$ cat src/rtl/vga_scanout_pkg.sv
// vga_scanout_pkg
//   Shared types, default 640x480@60 timing and pixel helpers for the
//   VGA FIFO scan-out block.
//   Optional feature macro used by the top level: VGA_TESTPATTERN_EN.
package vga_scanout_pkg;

    typedef enum logic [1:0] {
        S_LOCK = 2'd0,
        S_FILL = 2'd1,
        S_RUN  = 2'd2
    } state_t;

    // 640x480@60 with a 25.175 MHz pixel clock
    localparam int DEF_H_ACTIVE = 640;
    localparam int DEF_H_FP     = 16;
    localparam int DEF_H_SYNC   = 96;
    localparam int DEF_H_BP     = 48;
    localparam int DEF_V_ACTIVE = 480;
    localparam int DEF_V_FP     = 10;
    localparam int DEF_V_SYNC   = 2;
    localparam int DEF_V_BP     = 33;
    localparam int DEF_PREFILL  = 256;

    // Keep the top four bits of each RGB565 channel.
    function automatic logic [11:0] rgb565_to_rgb444(input logic [15:0] px);
        return {px[15:12], px[10:7], px[4:1]};
    endfunction

endpackage

$ cat src/rtl/vga_timing_gen.sv
// vga_timing_gen
//   Horizontal/vertical raster counters and raw (undelayed) timing flags.
//   Ports:
//     clk_i        pixel clock
//     clr_i        synchronous clear, holds both counters at 0
//     h_cnt_o      pixel counter, 0..H_TOTAL-1
//     v_cnt_o      line counter, 0..V_TOTAL-1
//     hs_raw_o     horizontal sync, active-low
//     vs_raw_o     vertical sync, active-low
//     active_o     inside the visible area
//     last_cycle_o last pixel of the last line of the frame
module vga_timing_gen
    import vga_scanout_pkg::*;
#(
    parameter int H_ACTIVE = DEF_H_ACTIVE,
    parameter int H_FP     = DEF_H_FP,
    parameter int H_SYNC   = DEF_H_SYNC,
    parameter int H_BP     = DEF_H_BP,
    parameter int V_ACTIVE = DEF_V_ACTIVE,
    parameter int V_FP     = DEF_V_FP,
    parameter int V_SYNC   = DEF_V_SYNC,
    parameter int V_BP     = DEF_V_BP,
    localparam int H_TOTAL = H_ACTIVE + H_FP + H_SYNC + H_BP,
    localparam int V_TOTAL = V_ACTIVE + V_FP + V_SYNC + V_BP,
    localparam int HW      = $clog2(H_TOTAL),
    localparam int VW      = $clog2(V_TOTAL)
) (
    input  logic          clk_i,
    input  logic          clr_i,
    output logic [HW-1:0] h_cnt_o,
    output logic [VW-1:0] v_cnt_o,
    output logic          hs_raw_o,
    output logic          vs_raw_o,
    output logic          active_o,
    output logic          last_cycle_o
);

    localparam logic [HW-1:0] H_LAST = HW'(H_TOTAL - 1);
    localparam logic [HW-1:0] H_ACT  = HW'(H_ACTIVE);
    localparam logic [HW-1:0] H_SS   = HW'(H_ACTIVE + H_FP);
    localparam logic [HW-1:0] H_SE   = HW'(H_ACTIVE + H_FP + H_SYNC);
    localparam logic [VW-1:0] V_LAST = VW'(V_TOTAL - 1);
    localparam logic [VW-1:0] V_ACT  = VW'(V_ACTIVE);
    localparam logic [VW-1:0] V_SS   = VW'(V_ACTIVE + V_FP);
    localparam logic [VW-1:0] V_SE   = VW'(V_ACTIVE + V_FP + V_SYNC);

    logic [HW-1:0] h_cnt_q, h_cnt_d;
    logic [VW-1:0] v_cnt_q, v_cnt_d;
    logic          h_wrap;

    assign h_wrap = (h_cnt_q == H_LAST);

    always_comb begin
        h_cnt_d = h_cnt_q + 1'b1;
        v_cnt_d = v_cnt_q;
        if (h_wrap) begin
            h_cnt_d = '0;
            v_cnt_d = (v_cnt_q == V_LAST) ? '0 : v_cnt_q + 1'b1;
        end
    end

    always_ff @(posedge clk_i) begin
        if (clr_i) begin
            h_cnt_q <= '0;
            v_cnt_q <= '0;
        end else begin
            h_cnt_q <= h_cnt_d;
            v_cnt_q <= v_cnt_d;
        end
    end

    assign h_cnt_o      = h_cnt_q;
    assign v_cnt_o      = v_cnt_q;
    assign hs_raw_o     = !((h_cnt_q >= H_SS) && (h_cnt_q < H_SE));
    assign vs_raw_o     = !((v_cnt_q >= V_SS) && (v_cnt_q < V_SE));
    assign active_o     = (h_cnt_q < H_ACT) && (v_cnt_q < V_ACT);
    assign last_cycle_o = h_wrap && (v_cnt_q == V_LAST);

endmodule

$ cat src/rtl/vga_fifo_scanout.sv
// vga_fifo_scanout
//   Read side of the RGB565 pixel FIFO: VGA timing, one pop per active
//   pixel, 4-bit-per-channel RGB output with active-low syncs.
//   Scan-out waits for PLL lock and a FIFO prefill level; a starved
//   active pixel sets a sticky underflow flag.
//   Optional: define VGA_TESTPATTERN_EN to show 8 vertical colour bars
//   while waiting for prefill (S_FILL).
//   Ports:
//     clk_clk              pixel clock (only clock)
//     reset_reset          synchronous active-high reset
//     pll_locked           PLL lock status
//     fifo_rd_en           pop request (q valid one cycle later)
//     fifo_q               popped RGB565 pixel
//     fifo_empty           FIFO empty
//     fifo_used            FIFO fill level
//     vga_r/vga_g/vga_b    colour, 4 bits each
//     vga_hs/vga_vs        syncs, active-low
//     frame_start          one-cycle pulse when pixel (0,0) is at the pins
//     underflow            sticky starvation flag
module vga_fifo_scanout
    import vga_scanout_pkg::*;
#(
    parameter int H_ACTIVE = DEF_H_ACTIVE,
    parameter int H_FP     = DEF_H_FP,
    parameter int H_SYNC   = DEF_H_SYNC,
    parameter int H_BP     = DEF_H_BP,
    parameter int V_ACTIVE = DEF_V_ACTIVE,
    parameter int V_FP     = DEF_V_FP,
    parameter int V_SYNC   = DEF_V_SYNC,
    parameter int V_BP     = DEF_V_BP,
    parameter int PREFILL  = DEF_PREFILL
) (
    input  logic        clk_clk,
    input  logic        reset_reset,
    input  logic        pll_locked,
    output logic        fifo_rd_en,
    input  logic [15:0] fifo_q,
    input  logic        fifo_empty,
    input  logic [8:0]  fifo_used,
    output logic [3:0]  vga_r,
    output logic [3:0]  vga_g,
    output logic [3:0]  vga_b,
    output logic        vga_hs,
    output logic        vga_vs,
    output logic        frame_start,
    output logic        underflow
);

    localparam int HW = $clog2(H_ACTIVE + H_FP + H_SYNC + H_BP);
    localparam int VW = $clog2(V_ACTIVE + V_FP + V_SYNC + V_BP);
    localparam logic [8:0] PREFILL_L = 9'(PREFILL);

    state_t        state_q, state_d;
    logic [HW-1:0] h_cnt;
    logic [VW-1:0] v_cnt;
    logic          hs_raw, vs_raw, active, last_cycle;
    logic          cnt_clr, pipe_clr, live, rd_en;

    // Stage 1: aligned with fifo_q becoming valid
    logic          act1_q, hs1_q, vs1_q, fs1_q, pop1_q;
    // Stage 2: output registers driving the pins
    logic [11:0]   rgb_q, rgb_d, pix;
    logic          hs_q, vs_q, fs_q, underflow_q;

    // ---------------- FSM ----------------
    always_ff @(posedge clk_clk) begin
        if (reset_reset) state_q <= S_LOCK;
        else             state_q <= state_d;
    end

    always_comb begin
        state_d = state_q;
        case (state_q)
            S_LOCK:  if (pll_locked) state_d = S_FILL;
            S_FILL:  if (last_cycle && (fifo_used >= PREFILL_L)) state_d = S_RUN;
            S_RUN:   state_d = S_RUN;
            default: state_d = S_LOCK;
        endcase
        if (!pll_locked) state_d = S_LOCK;
    end

    // Counters are held in S_LOCK and cleared on the edge that loses lock.
    assign cnt_clr  = reset_reset || !pll_locked || (state_q == S_LOCK);
    assign pipe_clr = reset_reset || !pll_locked;
    assign live     = (state_q != S_LOCK);

    vga_timing_gen #(
        .H_ACTIVE (H_ACTIVE),
        .H_FP     (H_FP),
        .H_SYNC   (H_SYNC),
        .H_BP     (H_BP),
        .V_ACTIVE (V_ACTIVE),
        .V_FP     (V_FP),
        .V_SYNC   (V_SYNC),
        .V_BP     (V_BP)
    ) u_timing (
        .clk_i        (clk_clk),
        .clr_i        (cnt_clr),
        .h_cnt_o      (h_cnt),
        .v_cnt_o      (v_cnt),
        .hs_raw_o     (hs_raw),
        .vs_raw_o     (vs_raw),
        .active_o     (active),
        .last_cycle_o (last_cycle)
    );

    assign rd_en      = (state_q == S_RUN) && active && !fifo_empty;
    assign fifo_rd_en = rd_en;

`ifdef VGA_TESTPATTERN_EN
    localparam int BAR_W = H_ACTIVE / 8;
    logic [2:0]  bar;
    logic [11:0] pat1_q, pat_d;

    assign bar   = 3'(h_cnt / BAR_W);
    assign pat_d = ((state_q == S_FILL) && active)
                   ? {{4{bar[0]}}, {4{bar[1]}}, {4{bar[2]}}} : '0;

    always_ff @(posedge clk_clk) begin
        if (pipe_clr) pat1_q <= '0;
        else          pat1_q <= pat_d;
    end

    assign pix = pop1_q ? rgb565_to_rgb444(fifo_q) : pat1_q;
`else
    assign pix = pop1_q ? rgb565_to_rgb444(fifo_q) : '0;
`endif

    // Starved pixels arrive here with pop1_q=0 and stay black.
    assign rgb_d = act1_q ? pix : '0;

    always_ff @(posedge clk_clk) begin
        if (pipe_clr) begin
            act1_q <= 1'b0;
            hs1_q  <= 1'b1;
            vs1_q  <= 1'b1;
            fs1_q  <= 1'b0;
            pop1_q <= 1'b0;
            rgb_q  <= '0;
            hs_q   <= 1'b1;
            vs_q   <= 1'b1;
            fs_q   <= 1'b0;
        end else begin
            // Counters sit at (0,0) in S_LOCK; mask so nothing leaks out.
            act1_q <= live && active;
            hs1_q  <= !live || hs_raw;
            vs1_q  <= !live || vs_raw;
            fs1_q  <= live && (h_cnt == '0) && (v_cnt == '0);
            pop1_q <= rd_en;
            rgb_q  <= rgb_d;
            hs_q   <= hs1_q;
            vs_q   <= vs1_q;
            fs_q   <= fs1_q;
        end
    end

    always_ff @(posedge clk_clk) begin
        if (reset_reset)
            underflow_q <= 1'b0;
        else if ((state_q == S_RUN) && active && fifo_empty)
            underflow_q <= 1'b1;
    end

    assign vga_r       = rgb_q[11:8];
    assign vga_g       = rgb_q[7:4];
    assign vga_b       = rgb_q[3:0];
    assign vga_hs      = hs_q;
    assign vga_vs      = vs_q;
    assign frame_start = fs_q;
    assign underflow   = underflow_q;

endmodule

$ cat config.mk
export PLATFORM = sky130hd
export DESIGN_NAME = vga_fifo_scanout
export DESIGN_NICKNAME = d
export VERILOG_FILES = /design/src/rtl/vga_scanout_pkg.sv /design/src/rtl/vga_timing_gen.sv /design/src/rtl/vga_fifo_scanout.sv
export SDC_FILE = /design/constraint.sdc
export NUM_CORES = 1
export LEC_CHECK = 0
export BUFFER_PORTS_ARGS = -buffer_cell sky130_fd_sc_hd__buf_2
export CORE_MARGIN = 1
export CORE_UTILIZATION = 51
export DETAILED_ROUTE_END_ITERATION = 8
export PLACE_DENSITY = 0.84
export SYNTH_ARGS = -nofsm -noshare
export SYNTH_HDL_FRONTEND = slang
export SYNTH_SLANG_ARGS = --single-unit
$ cat constraint.sdc
create_clock -name clk_clk -period 2.87 [get_ports clk_clk]
set_clock_uncertainty 0.1 [all_clocks]
set_input_delay 0.287 -clock clk_clk [delete_from_list [all_inputs] [get_ports clk_clk]]
set_output_delay 0.287 -clock clk_clk [all_outputs]
set_load 0.05 [all_outputs]
== Word level (Yosys, flattened, before mapping) ==
Cells that the tools add are included.
Cells by class
  $add $sub $neg: 2
  order comparisons: 7
  equal/unequal tests: 5
  multiplexer cells: 3
  bitwise gates (word level): 3
  reductions and logical operators: 27
Operators with widths (count)
  $add A10 B1 Y10 const B: 2
  $eq A10 B10 Y1 const B: 2
  $logic_not A10 Y1: 2
  $lt A10 B10 Y1 const B: 2
  $lt A10 B9 Y1 const B: 2
  $logic_and A1 B1 Y1: 11
  $ge A10 B10 Y1 const B: 1
  $ge A10 B9 Y1 const B: 1
  $mux W10: 1
  $ge A9 B9 Y1 const B: 1
  $pmux W2 S3: 1
  $logic_not A1 Y1: 5
  $logic_or A1 B1 Y1: 4
  $reduce_or A2 Y1: 2
  $not A1 Y1: 3
  $reduce_or A3 Y1: 1
  $eq A2 B1 Y1 const B: 1
  $eq A2 B2 Y1 const B: 1
  $logic_not A2 Y1: 1
  $mux W2: 1
  $ne A2 B2 Y1 const B: 1
  $reduce_bool A2 Y1: 1
Word-level totals
  bits in registers: 43
  bits of input ports: 29
  output and inout port bits: 17
  word-level logic and storage cells: 60

== Longest topological paths before layout ==
Gate-level depths: netlist (run 1).
  depth after elaboration: 5
  gate-level depth with buffers: 6
  gate-level depth less buffers: 6

== Hierarchy ==
Synthesis (run 1) repeated with hierarchy kept, for this count alone.
Unflattened totals
  cells, all modules: 195
  area total of the unflattened synthesis: 1870.5 µm²
By module, submodules not included
  vga_timing_gen: instances 1, cells an instance 125, area each 1093.5 µm², seq. area each 400.4 µm²
  vga_fifo_scanout: instances 1, cells an instance 70, area each 777.0 µm², seq. area each 460.4 µm²

== Worst setup path after synthesis (run 1) ==
OpenSTA, ideal clock, no wires.
  path type: register to output
  start: reg u_timing.v_cnt_q[6], in the netlist u_timing.v_cnt_o[6]
  end: out fifo_rd_en
  data arrival time: 1.613 ns
  data required time: 2.483 ns
  path slack: 0.870 ns
  cell stages (with the launch flop): 6
  buffers on the path: 1
  path through: dfxtp_1 > clkbuf_1 > and4_1 > nor3_1 > nand2_1 > nor2_1
Between the ends
  word-level cells in the longest chain between the ends: 4
Ends and longest elaborated chain
  start, declared: RTL line vga_timing_gen.sv:48  | logic [VW-1:0] v_cnt_q, v_cnt_d;
  start signal, assigned: RTL line vga_timing_gen.sv:68  | v_cnt_q <= v_cnt_d;
  $lt A10 B9 Y1: RTL line vga_timing_gen.sv:76  | assign active_o = (h_cnt_q < H_ACT) && (v_cnt_q < V_ACT);
  $logic_and A1 B1 Y1: RTL line vga_timing_gen.sv:76
  $logic_and A1 B1 Y1 (2 in a row): RTL line vga_fifo_scanout.sv:107  | assign rd_en = (state_q == S_RUN) && active && !fifo_empty;
  end, declared: RTL line vga_fifo_scanout.sv:36  | output logic fifo_rd_en,
Every way passes these cells.

== Final worst setup path (run 1) ==
  start: reg u_timing.v_cnt_q[7], in the netlist u_timing.v_cnt_o[7]
  end: out fifo_rd_en
Same word-level chain as after synthesis.

==> flow_metrics.tcl, run 1 <==
set metrics [dict create \
    status "finished, final reports clean" \
    vdd_ir_drop_max_v 0.000303 \
    r2r-start "u_timing.h_cnt_o[0]" \
    worst_slew_pin_slew_ns 0.532 \
    yosysTopAreaCell "dfxtp_1" \
    hold_start "fifo_empty" \
    dr.first_iter.drc_count 46 \
    cts_buffers 5 \
    clk_latency_ns 0.35 \
    finalSetupViolCount 0 \
    setup_tns_ns 0 \
    cts_resized 0 \
    cts.sinks 43 \
    via_count 1349 \
    cp-end-kind "primary output" \
    synth_edf_count 0 \
    period_minus_slack_ns 2.13 \
    netlist-cell-type-count 37 \
    gr-total-overflow 0 \
    hold_buffers 1 \
    avgSynthCellArea_um2 9.48 \
    fp.dieArea_um2 3750 \
    root_buffer "clkbuf_4" \
    diodes 0 \
    layout_common_cells "dfxtp_1, buf_2, nor2_1, and2_1, nand2_1" \
    worstPathMaxFanout 7 \
    wl_per_cell_um 10.8 \
    required_ns 2.48 \
    hold_class "in2reg" \
    grt_max_degree 15 \
    cts_setup_buffers 0 \
    whs_ns 0.00883 \
    timing.fmax_mhz 470 \
    placed_cells 262 \
    grt_antenna_before_repair 0 \
    relSlewSlack_pct 64.2 \
    coreArea_um2 3360 \
    synth_top_family_by_area "simple AND/OR/NAND/NOR gates" \
    maxSlewViolCount 0 \
    startpoint "u_timing.v_cnt_o[7]" \
    fp-row-count 21 \
    setup_ws_ns 0.744 \
    ys_warn_count 0 \
    ys_top_cells_by_area "dfxtp_1, and2_1, ha_1" \
    multi_input_area_um2 868 \
    start_kind "register" \
    total_leakage_power_uw 0.000839 \
    die_h_um 61.3 \
    synthMuxAreaShare_pct 1.12 \
    nets 261 \
    ys_seq_area_share_pct 48.0 \
    start_util_pct 53.3 \
    drc 0 \
    synthFlopType "dfxtp_1" \
    dp_hpwl_mm 2.13 \
    synth-compound-area-share_pct 4.12 \
    syn_to_final_growth_pct 15.6 \
    cts_tree "yes" \
    synthesis.nets 225 \
    drt_pass1_iterations 4 \
    grt.total_usage_pct 17.9 \
    grt_pass1_wl_mm 4.84 \
    rsz0062_at_grt "no" \
    arrival_ns 1.74 \
    finalNonFillerCells 272 \
    wirelength_mm 2.93 \
    ys_ff_latch 43 \
    die_x_um 61.3 \
    syn_inst 189 \
    crit_path_max_incr_delay_ns 0.38 \
    clock_path_buffers 2 \
    layout_commonest_cell "dfxtp_1" \
    htree_levels 2 \
    synth_simple_gate_area_share_pct 31.5 \
    fin_crit_sh_pct 74.1 \
    ant_nets 0 \
    io_pins 46 \
    total_power_uw 930 \
    nFillCells 287 \
    synth_xor_area_share_pct 6.84 \
    path_class "reg2out" \
    place.gp.congestion 0.823 \
    maxCapViolations 0 \
    seqCellArea_um2 861 \
    path_clk_slew_ns 0.12 \
    async_reset_ff_share_pct 0 \
    synthAdderAreaFrac_pct 4.89 \
    path_cells "and4_1 > nor3_1 > nand2_1 > nor2_1 > buf_2" \
    p_per_area_nw_per_um2 449 \
    drive_gt1_share_pct 21.7 \
    io_buffers 33 \
    viasPerCell 4.96 \
    grt_pass1_vias 1174 \
    hold_viol 0 \
    crit_path_top_delay_cell "dfxtp_1" \
    syn_area_um2 1790 \
    synth_top_area_share_pct 48.0 \
    place_ws_ns 0.754 \
]
[stage by stage]
| step | utilization (%) | cell area [um^2] |
|---|---|---|
| global route | 61.6 | 2070 |
| floorplan | - | 1790 |
| finish | 61.6 | 2070 |
| global placement | 59.3 | 1990 |
| detailed placement | 59.3 | 1990 |
| CTS | 61.3 | 2060 |
[kinds of logic (layout without fill, tap and decap cells)]
kind of cell    after synthesis  count (layout)
buf+inv                      16              53
simple gates                 96              96
fa+ha+maj                     7               7
mux                           2               2
flops                        43              43
compound gates               11              11
xor+xnor                     14              14
[cell type report]
type | count | share of cell area, %
Clock buffer | 5 | 1.81
Clock inverter | 3 | 0.967
Inverter | 9 | 1.63
Multi-Input combinational cell | 130 | 41.9
Sequential cell | 43 | 41.6
Tap cell | 46 | 2.78
Timing Repair Buffer | 36 | 9.31
[sequential cells by signal, indices dropped and copies added, names as in the netlist, 2 cells and up]
| name | cells |
|---|---|
| u_timing.h_cnt_o | 10 |
| state_q | 2 |
| rgb_q | 12 |
| u_timing.v_cnt_o | 10 |
[synth_stat cells (all sizes together), types with 2 or more instances]
library cell  count
dfxtp            43
nor2             19
and2             14
nand2            11
inv               9
xnor2             9
nand3             8
ha                7
nor3              7
nor4              7
nand4             6
clkbuf            5
xor2              5
a21oi             4
and3              4
nand2b            4
o21ai             3
or3               3
or4               3
and4              2
buf               2
mux2i             2
nand4bb           2
nor2b             2
[critical path: cells and delay by family (launching register included)]
kind          cells  cell delay (ns)
simple gates      4             0.73
flops             1             0.38
buf+inv           1             0.26
[layer usage]
layer  vias to the layer above  wire length (um)  global-route usage (%)
met4                         0                58                    8.77
met2                        37              1280                    30.0
met5                         -                 0                       0
li1                        715                 -                       -
met1                       590              1420                    20.7
met3                         7               173                    5.46
[report_power, final]
part           internal [uW]  switching (uW)  leakage (uW)
sequential               601            2.38      0.000347
clock                   93.5             195     0.0000272
combinational           19.2            19.9      0.000465
[final timing paths]
check,endpoint,slack (ns),cells after the start
setup / recovery,fifo_rd_en,0.74,5
hold / removal,pop1_q,0.009,2
setup reg to reg,u_timing.v_cnt_o[7],0.75,5
hold reg to reg,vga_vs,0.32,1
Note: power is estimated with default switching activity, not from simulation.
==> run 2: changes to the inputs <==
==> constraint.sdc (replaced) <==
create_clock -name clk_clk -period 2.2 [get_ports clk_clk]
set_clock_uncertainty 0.1 [all_clocks]
set_input_delay 0.22 -clock clk_clk [delete_from_list [all_inputs] [get_ports clk_clk]]
set_output_delay 0.22 -clock clk_clk [all_outputs]
set_load 0.05 [all_outputs]
==> run 2 against run 1 <==
Power rose by 31%. Cell area rose by 6.3%. Wire length rose by 17%. Sequential share of layout area fell by 2.5 points. Worst setup slack got worse by 0.63 ns. Sequential cell count did not move. Final cell count rose by 5.1%. Non-clock buffer count rose by 14. Sequential power rose by 31%. Core utilization rose by 3.9 points. Clock power rose by 26%. Critical endpoint unchanged.
==> flow_metrics.tcl, run 2 (synthesis gave the netlist of run 1 again) <==
set metrics [dict create \
    grt_pass1_wl_mm 5.58 \
    grt_antenna_before_repair 0 \
    viasPerCell 4.97 \
    worstPathMaxFanout 7 \
    switchingPower_uw 274 \
    finalSetupViolCount 0 \
    gr-total-overflow 0 \
    via_count 1421 \
    cts_tree "yes" \
    cts.sinks 43 \
    die_x_um 61.3 \
    period_minus_slack_ns 2.09 \
    rsz0062_at_grt "no" \
    path_clk_slew_ns 0.11 \
    relSlewSlack_pct 61.7 \
    nets 275 \
    ant_nets 0 \
    hold_start "pll_locked" \
    worst_slew_pin_slew_ns 0.569 \
    ff2ff_path_depth 5 \
    clock_path_buffers 2 \
    layout_common_cells "dfxtp_1, buf_2, nor2_1, and2_1, dlygate4sd3_1" \
    htree_levels 2 \
    status "finished, final reports clean" \
    grt.total_usage_pct 21.0 \
    dr.first_iter.drc_count 43 \
    die_h_um 61.3 \
    clk_latency_ns 0.35 \
    r2r_end "u_timing.v_cnt_o[7]" \
    start_kind "register" \
    layout_commonest_cell "dfxtp_1" \
    drive_gt1_share_pct 20.8 \
    setup_ws_ns 0.111 \
    start_util_pct 53.3 \
    setup_tns_ns 0 \
    whs_path_depth 3 \
    arrival_ns 1.77 \
    regMostFlops "rgb_q" \
    place_ws_ns 0.135 \
    wirelength_mm 3.44 \
    whs_ns 0.0426 \
    cp-end-kind "primary output" \
    clockPowerShare_pct 29.8 \
    switching_share_pct 22.4 \
    placed_cells 264 \
    required_ns 1.88 \
    path_class "reg2out" \
    diodes 0 \
    grt_pass1_vias 1280 \
    fin_crit_sh_pct 95.0 \
    total_leakage_power_uw 0.000899 \
    timing.fmax_mhz 479 \
    nFillCells 269 \
    hold_path_end "pop1_q" \
    maxSlewViolCount 0 \
    timing.reg2reg.setup_slack_ns 0.13 \
    drc 0 \
    p_per_area_nw_per_um2 554 \
    cts_buffers 5 \
    fp-row-count 21 \
    wl_per_cell_um 12.0 \
    root_buffer "clkbuf_4" \
    seqPwrFrac_pct 64.5 \
    r2r-start "u_timing.h_cnt_o[0]" \
    io_buffers 33 \
    finalNonFillerCells 286 \
    io_pins 46 \
    grt_max_degree 14 \
    hold_viol 0 \
    maxCapViolations 0 \
    drt_pass1_iterations 4 \
    coreArea_um2 3360 \
    hold_class "in2reg" \
    syn_to_final_growth_pct 22.9 \
    vdd_ir_drop_max_v 0.000368 \
    fp.dieArea_um2 3750 \
    p_int_uw 946 \
    cts_resized 0 \
    combPwrFrac_pct 5.7 \
    largest_reg_flops 12 \
    final_util_pct 65.5 \
    dp_hpwl_mm 2.22 \
    place.gp.congestion 0.900 \
]
run 2: cell types whose count changed in the layout (fill, tap and decap cells not counted):
cell	before	now
dlygate4sd3_1	2	14
clkinvlp_4	2	1
buf_4	1	3
clkbuf_1	0	1
run 2: metrics by stage:
| step | instance area (um^2) | power, uW |
|---|---|---|
| 6_report | 2200 | 1220 |
| 3_5_place_dp | 2010 | 853 |
| 2_1_floorplan | 1790 | 831 |
| 3_3_place_gp | 2010 | 852 |
| 5_1_grt | 2200 | 1280 |
| 4_1_cts | 2200 | 1230 |
run 2: power by group through the flow:
| stage | logic [uW] | clock network, uW | registers, uW |
|---|---|---|---|
| 3_3_place_gp | 48.0 | 0 | 804 |
| 4_1_cts | 68.2 | 377 | 787 |
| 6_report | 69.7 | 363 | 787 |
| 3_5_place_dp | 49.0 | 0 | 805 |
| 5_1_grt | 77.0 | 417 | 789 |
| 2_1_floorplan | 24.7 | 0 | 806 |
run 2: routing by layer:
layer  vias up  global-route usage (%)  routed length (um)  part of all wire (%)
li1        744                       -                   -                     -
met1       633                    22.7                1460                    42
met2        42                    37.9                1740                    51
met3         2                    7.77                 207                   6.0
met4         0                    6.82                  26                  0.76
met5         -                       0                   0                     0
run 2: how the worst max path moves through the flow:
stage | start | end | slack, ns | depth (start not counted)
finish | u_timing.v_cnt_o[7] | fifo_rd_en | 0.11 | 5
global route | u_timing.v_cnt_o[7] | fifo_rd_en | 0.0009 | 5
CTS | u_timing.v_cnt_o[6] | fifo_rd_en | 0.09 | 5
detailed placement | u_timing.h_cnt_o[0] | u_timing.v_cnt_o[7] | 0.13 | 5
global placement | u_timing.h_cnt_o[0] | u_timing.v_cnt_o[7] | 0.17 | 5
floorplan | u_timing.h_cnt_o[0] | u_timing.v_cnt_o[7] | 0.20 | 5
run 2: area by class of cell:
| cell class | instances | area, um^2 | area share, % |
|---|---|---|---|
| timing repair buffer | 50 | 328 | 14.9 |
| sequential | 43 | 861 | 39.1 |
| inverter | 9 | 33.8 | 1.53 |
| clock inverter | 2 | 12.5 | 0.568 |
| clock buffer | 6 | 41.3 | 1.88 |
| multi-input combinational | 130 | 868 | 39.4 |
| tap | 46 | 57.6 | 2.61 |
run 2: worst max-delay path: stages (launching register included):
cell and delay [ns]:
dfxtp_1 0.38, and4_1 0.23, nor3_1 0.34, nand2_1 0.12, nor2_1 0.09, buf_2 0.26
run 2: timing repair:
item	in CTS	in global routing
hold endpoints to repair	14	0
setup buffers	0	0
hold buffers	14	0
